**src/rtl/operand_entry_if.sv**
```systemverilog
// Key-event and operand bus between the keypad scanner, operand_entry and the ALU/display stages.
interface operand_entry_if;
    logic        key_valid;
    logic [4:0]  key_code;
    logic [7:0]  X;
    logic [7:0]  Y;
    logic        ops_valid;
    logic [15:0] preview;
    logic [2:0]  cursor;
    logic        key_err;
    logic        abort;

    modport master (
        output key_valid, key_code,
        input  X, Y, ops_valid, preview, cursor, key_err, abort
    );

    modport slave (
        input  key_valid, key_code,
        output X, Y, ops_valid, preview, cursor, key_err, abort
    );
endinterface

```
**src/rtl/operand_entry.sv**
```systemverilog
// Keypad operand-entry controller: assembles two hex bytes digit by digit and commits them
// atomically on ENTER, with BACK/CLEAR editing and an idle timeout that abandons partial entry.
module operand_entry #(
    parameter int unsigned TIMEOUT_CYCLES = 50_000_000
) (
    input  logic            clk,
    input  logic            clr_n,
    operand_entry_if.slave  op_if
);
    localparam int unsigned TW = (TIMEOUT_CYCLES > 2) ? $clog2(TIMEOUT_CYCLES) : 1;
    localparam logic [TW-1:0] TIMER_LAST = TW'(TIMEOUT_CYCLES - 1);

    localparam logic [4:0] KEY_ENTER = 5'h10;
    localparam logic [4:0] KEY_BACK  = 5'h11;
    localparam logic [4:0] KEY_CLEAR = 5'h12;

    typedef enum logic [2:0] {
        X_HI = 3'd0,
        X_LO = 3'd1,
        Y_HI = 3'd2,
        Y_LO = 3'd3,
        DONE = 3'd4
    } state_t;

    state_t        state_q, state_d;
    logic [7:0]    xb_q, xb_d, yb_q, yb_d;
    logic [7:0]    x_q, x_d, y_q, y_d;
    logic          ops_valid_q, ops_valid_d;
    logic          key_err_q, key_err_d;
    logic          abort_q, abort_d;
    logic [TW-1:0] timer_q, timer_d;

    always_comb begin
        // NOTE: every next-state signal gets a default first so no path leaves one unassigned (no latches).
        state_d     = state_q;
        xb_d        = xb_q;
        yb_d        = yb_q;
        x_d         = x_q;
        y_d         = y_q;
        ops_valid_d = 1'b0;
        key_err_d   = 1'b0;
        abort_d     = 1'b0;
        timer_d     = '0;

        if (op_if.key_valid) begin
            if (!op_if.key_code[4]) begin
                unique case (state_q)
                    X_HI:    begin xb_d[7:4] = op_if.key_code[3:0]; state_d = X_LO; end
                    X_LO:    begin xb_d[3:0] = op_if.key_code[3:0]; state_d = Y_HI; end
                    Y_HI:    begin yb_d[7:4] = op_if.key_code[3:0]; state_d = Y_LO; end
                    Y_LO:    begin yb_d[3:0] = op_if.key_code[3:0]; state_d = DONE; end
                    default: key_err_d = 1'b1;
                endcase
            end else if (op_if.key_code == KEY_ENTER) begin
                if (state_q == DONE) begin
                    x_d         = xb_q;
                    y_d         = yb_q;
                    ops_valid_d = 1'b1;
                    xb_d        = '0;
                    yb_d        = '0;
                    state_d     = X_HI;
                end else begin
                    key_err_d = 1'b1;
                end
            end else if (op_if.key_code == KEY_BACK) begin
                // Undo the nibble that was written when the current state was entered.
                unique case (state_q)
                    X_LO:    begin xb_d[7:4] = 4'h0; state_d = X_HI; end
                    Y_HI:    begin xb_d[3:0] = 4'h0; state_d = X_LO; end
                    Y_LO:    begin yb_d[7:4] = 4'h0; state_d = Y_HI; end
                    DONE:    begin yb_d[3:0] = 4'h0; state_d = Y_LO; end
                    default: key_err_d = 1'b1;
                endcase
            end else if (op_if.key_code == KEY_CLEAR) begin
                xb_d    = '0;
                yb_d    = '0;
                state_d = X_HI;
            end else begin
                key_err_d = 1'b1;
            end
        end else if (state_q != X_HI) begin
            // A key in the expiry cycle wins, so abort is only reachable on an idle cycle.
            if (timer_q == TIMER_LAST) begin
                abort_d = 1'b1;
                xb_d    = '0;
                yb_d    = '0;
                state_d = X_HI;
            end else begin
                timer_d = timer_q + TW'(1);
            end
        end
    end

    // NOTE: sequential state uses non-blocking assignments so all registers update together at the edge.
    always_ff @(posedge clk) begin
        if (!clr_n) begin
            state_q     <= X_HI;
            xb_q        <= '0;
            yb_q        <= '0;
            x_q         <= '0;
            y_q         <= '0;
            ops_valid_q <= 1'b0;
            key_err_q   <= 1'b0;
            abort_q     <= 1'b0;
            timer_q     <= '0;
        end else begin
            state_q     <= state_d;
            xb_q        <= xb_d;
            yb_q        <= yb_d;
            x_q         <= x_d;
            y_q         <= y_d;
            ops_valid_q <= ops_valid_d;
            key_err_q   <= key_err_d;
            abort_q     <= abort_d;
            timer_q     <= timer_d;
        end
    end

    assign op_if.X         = x_q;
    assign op_if.Y         = y_q;
    assign op_if.ops_valid = ops_valid_q;
    assign op_if.preview   = {xb_q, yb_q};
    assign op_if.cursor    = state_q;
    assign op_if.key_err   = key_err_q;
    assign op_if.abort     = abort_q;
endmodule

```
**src/flat_wrapper.sv**
```systemverilog
// flat-port wrapper written by rule: the top's interface ports become plain ports
module operand_entry_flat 
#(
    parameter int unsigned TIMEOUT_CYCLES = 50_000_000
)
  (clk, clr_n, op_if_key_valid, op_if_key_code, op_if_X, op_if_Y, op_if_ops_valid, op_if_preview, op_if_cursor, op_if_key_err, op_if_abort);
  operand_entry_if op_if_i ();
  input  logic clk;
  input  logic clr_n;
  input wire logic [$bits(op_if_i.key_valid)-1:0] op_if_key_valid;
  input wire logic [$bits(op_if_i.key_code)-1:0] op_if_key_code;
  output wire logic [$bits(op_if_i.X)-1:0] op_if_X;
  output wire logic [$bits(op_if_i.Y)-1:0] op_if_Y;
  output wire logic [$bits(op_if_i.ops_valid)-1:0] op_if_ops_valid;
  output wire logic [$bits(op_if_i.preview)-1:0] op_if_preview;
  output wire logic [$bits(op_if_i.cursor)-1:0] op_if_cursor;
  output wire logic [$bits(op_if_i.key_err)-1:0] op_if_key_err;
  output wire logic [$bits(op_if_i.abort)-1:0] op_if_abort;
  assign op_if_i.key_valid = op_if_key_valid;
  assign op_if_i.key_code = op_if_key_code;
  assign op_if_X = op_if_i.X;
  assign op_if_Y = op_if_i.Y;
  assign op_if_ops_valid = op_if_i.ops_valid;
  assign op_if_preview = op_if_i.preview;
  assign op_if_cursor = op_if_i.cursor;
  assign op_if_key_err = op_if_i.key_err;
  assign op_if_abort = op_if_i.abort;
  operand_entry #(.TIMEOUT_CYCLES(TIMEOUT_CYCLES)) u_core (.clk(clk), .clr_n(clr_n), .op_if(op_if_i));
endmodule
```
**config.mk**
```make
export PLATFORM = sky130hd
export DESIGN_NAME = operand_entry_flat
export DESIGN_NICKNAME = d
export VERILOG_FILES = /design/src/rtl/operand_entry_if.sv /design/src/rtl/operand_entry.sv /design/src/flat_wrapper.sv
export SDC_FILE = /design/constraint.sdc
export NUM_CORES = 1
export LEC_CHECK = 0
export CORE_UTILIZATION = 46
export DETAILED_ROUTE_END_ITERATION = 7
export PLACE_DENSITY = 0.7
export SYNTH_ARGS = -nofsm -noshare
export SYNTH_HDL_FRONTEND = slang
export SYNTH_SLANG_ARGS = --single-unit
```
**constraint.sdc**
```tcl
create_clock -name clk -period 2.7 [get_ports clk]
set_clock_uncertainty 0.15 [all_clocks]
set_input_delay 0.675 -clock clk [delete_from_list [all_inputs] [get_ports clk]]
set_output_delay 0.675 -clock clk [all_outputs]
set_load 0.01 [all_outputs]
```
==> key figures <==
Critical path
  • Worst setup slack for register-to-register paths: about 0.32 ns
  • Ordered list of cells on the worst path: clkdlybuf4s50_1 > or4b_1 > o31ai_1 > o32ai_1 > nand3_1 > mux2i_1
  • Data arrival time of the critical path: 2.59 ns
  • Highest cell delay on the worst timing path: 0.53 ns
  • Slowest cell on crit path: sky130_fd_sc_hd__clkdlybuf4s50_1
  • Largest delay share family, worst path: simple AND/OR/NAND/NOR gates
  • Crit path capture type: flip-flop
  • Kind of critical path: input port to flip-flop
  • Max Fanout on Critical Path: 4
  • Startpoint type of the worst setup path: input port
  • Crit path required time: 2.83 ns
  • Sum of buffers and inverters on the critical path: 1

Floorplan
  • Total Die Area: 6790 sq um
  • Core area: 6100 sq um
  • Die X-Extent: about 82 um
  • Number of placement rows: 28
  • Initial cell density of the core: 0.488
  • Chip Height: 82.4 um
  • I/O pin cnt: 46

Yosys
  • Part of the Yosys area used for sequential elements: 0.431
  • Number of enable-type register cells in the synthesized netlist: 0
  • Register bit total from synthesis: 64
  • Fraction of registers with async set or reset after synthesis: 0
  • Most frequent cells after synthesis: sky130_fd_sc_hd__dfxtp_1, sky130_fd_sc_hd__nand2_1, sky130_fd_sc_hd__nor2_1
  • Portion of synthesized cell area occupied by the leading cell type: 0.431
  • Main synth FF type: sky130_fd_sc_hd__dfxtp_1
  • Per-instance average area after synthesis: 8.83 sq um
  • Cell with the most instances after synthesis: sky130_fd_sc_hd__dfxtp_1
  • Cell count after synthesis: ~340
  • Post-Synthesis Cell Area: ~3000 sq um
  • Warnings from Yosys: 0
  • Count of different cell masters after synthesis: 53
  • Synthesized net count: 346
  • Library cell occupying the most area in the post-synthesis netlist: sky130_fd_sc_hd__dfxtp_1
  • Leading post-synthesis cells by cell area: sky130_fd_sc_hd__dfxtp_1, sky130_fd_sc_hd__nand2_1, sky130_fd_sc_hd__mux2i_1, sky130_fd_sc_hd__nor2_1, sky130_fd_sc_hd__xor2_1

Clocking
  • Clock-pin slew on the worst setup and hold paths: 0.08 ns
  • Hold bufs inserted after CTS: 0
  • Longest Clk Path Bufs: 2
  • H-Tree Level Count: 3
  • Setup Fix Bufs, Post-CTS: 0
  • Clk sink count: 64
  • CTS tree: yes
  • Clock latency on the worst-skew pair: 0.35 ns
  • Clk Tree Root Cell: sky130_fd_sc_hd__clkbuf_8
  • Number of buffers created by CTS: 9
  • Post-cts gate resize count: 0

Outcome
  • Run status: finished clean

Detailed routing
  • Number of vias in the routed layout: 2555
  • Length of the first detailed-routing pass in iterations: 4
  • Final Routed Wirelength: approximately 6.5 mm
  • Routed wire per std cell: around 14 um
  • Drt via density: 5.38
  • Remaining DRCs: 0
  • Drt first-iter violations: 158
  • Number of antenna-violating nets in the routed design: 0

STA
  • Worst Hold Slack: ~0.30 ns
  • Total negative slack for setup checks: 0 ns
  • Minimum clock period after layout: 2.46 ns
  • Worst slew pin tran: 0.510 ns
  • Total count of max-transition violations in the final report: 0
  • Setup-violating endpoint count in the final report: 0
  • Number of hold-slack violations in the final timing report: 0
  • Highest Clock Rate: 406 MHz
  • Final worst path period share: 0.912
  • Setup repair after global routing missed its margin: false
  • Worst rel slew slack: 0.659
  • Fin worst setup slack: 0.237 ns

Final layout
  • Share of cells above drive strength 1: 0.105
  • Net total in the final layout: 404
  • Share of the core filled with cells in the final layout: 0.621
  • Diode insertion count for antenna repair: 0
  • Area of the multi-input gates: 1520 sq um
  • Fill cell count: 563
  • Non-Filler Cell Area, Final: 3780 sq um
  • Number of standard cells in the layout, taps in and fillers out: 475
  • Storage element area: around 1300 sq um
  • Area grow syn2layout: 27.2%

GRT
  • GRT Overall Usage: 0.216
  • Residual overflow from global routing: 0
  • Wire length of the first global-routing pass: 11.0 mm
  • Pin count of the biggest net entering global routing: 39
  • Number of antenna violations at the first check in global routing: 0
  • Vias in the first global route: between 2000 and 2500

Power and ir drop
  • Leak: 1.31 nW
  • Power, Total: between 2 and 2.5 mW
  • VDD IR-drop max: 387 uV
  • Areal power density over the cells: 535 nW/um^2

Placed design
  • Setup slack after placement: -0.113 ns
  • Area post-placement: 3560 sq um
  • Cell total after placement: between 400 and 500
  • GPL Wtd Cong: 0.892
  • Post-DP HPWL: around 4.6 mm
  • # port buffers: 45

Hold path
  • Worst min-delay path category: flip-flop to flip-flop

Run
  • Number of max-cap violations: 0
## final cells by class
type | count | area share
clock inverters | 7 | 0.0278
multi-input cells | 247 | 0.402
well taps | 75 | 0.0248
flip-flops and latches | 64 | 0.339
clock buffers | 9 | 0.0327
repair buffers | 66 | 0.167
inverters | 7 | 0.00694
## registers in the layout (all words and copies together), names as in the netlist
signal	cells
u_core.op_if.X	8
u_core.op_if.Y	8
u_core.op_if.abort	1
u_core.op_if.cursor	3
u_core.op_if.key_err	1
u_core.op_if.ops_valid	1
u_core.timer_q	26
u_core.xb_q	8
u_core.yb_q	8
## cells by family (layout without fill, tap and decap cells)
logic type      Yosys count  in the layout  share of synthesized area
buf+inv                  26             89                     0.0580
mux                      18             18                     0.0606
fa+ha+maj                 1              1                    0.00420
flops                    64             64                      0.431
xor+xnor                 24             24                     0.0707
simple gates            158            158                      0.257
compound gates           46             46                      0.119
## tightest hold or removal path: stages (launching register included)
cell	delay [ns]
sky130_fd_sc_hd__dfxtp_1	0.31
sky130_fd_sc_hd__nand2_1	0.05
sky130_fd_sc_hd__a21boi_1	0.05
## power by group
group	internal [mW]	total [mW]	switching [mW]
clock network	0.530	0.934	0.404
registers	0.950	0.955	0.00483
logic	0.0656	0.138	0.0722
total	1.55	2.03	0.481
## cell usage in the layout, fill, tap and decap left out, types with 4 or more instances in the layout
master                            Yosys  layout
sky130_fd_sc_hd__dfxtp_1             64      64
sky130_fd_sc_hd__nand2_1             59      59
sky130_fd_sc_hd__clkdlybuf4s50_1      0      45
sky130_fd_sc_hd__nor2_1              39      39
sky130_fd_sc_hd__nand3_1             20      20
sky130_fd_sc_hd__buf_4                1      19
sky130_fd_sc_hd__mux2i_1             18      18
sky130_fd_sc_hd__xor2_1              15      15
sky130_fd_sc_hd__nand4_1             11      11
sky130_fd_sc_hd__a21boi_1            10      10
sky130_fd_sc_hd__xnor2_1              9       9
sky130_fd_sc_hd__clkbuf_8             3       9
sky130_fd_sc_hd__inv_1                7       7
sky130_fd_sc_hd__a21boi_0             6       6
sky130_fd_sc_hd__a31oi_1              5       5
sky130_fd_sc_hd__and3_1               4       4
sky130_fd_sc_hd__nor4_1               4       4
sky130_fd_sc_hd__a21oi_1              4       4
## per-layer routing
layer | up-vias | wire length [um] | global-route usage
met5 | - | 0 | 0
li1 | 1277 | - | -
met4 | 0 | 80 | 0.0649
met2 | 68 | 3090 | 0.369
met3 | 10 | 346 | 0.0758
met1 | 1200 | 2960 | 0.253
## path summary, 6_finish.rpt
kind / startpoint / end / cells after the start
hold reg to reg: u_core.op_if.Y[6]$_SDFFE_PN0P_ / u_core.op_if.Y[6]$_SDFFE_PN0P_ / 2
hold / removal: u_core.op_if.Y[6]$_SDFFE_PN0P_ / u_core.op_if.Y[6]$_SDFFE_PN0P_ / 2
setup reg to reg: u_core.timer_q[0]$_SDFF_PP0_ / u_core.op_if.cursor[1]$_SDFFE_PN0P_ / 6
setup / recovery: op_if_key_code[0] / u_core.xb_q[6]$_SDFFE_PN0P_ / 6
(Power assumes the default switching activity.)
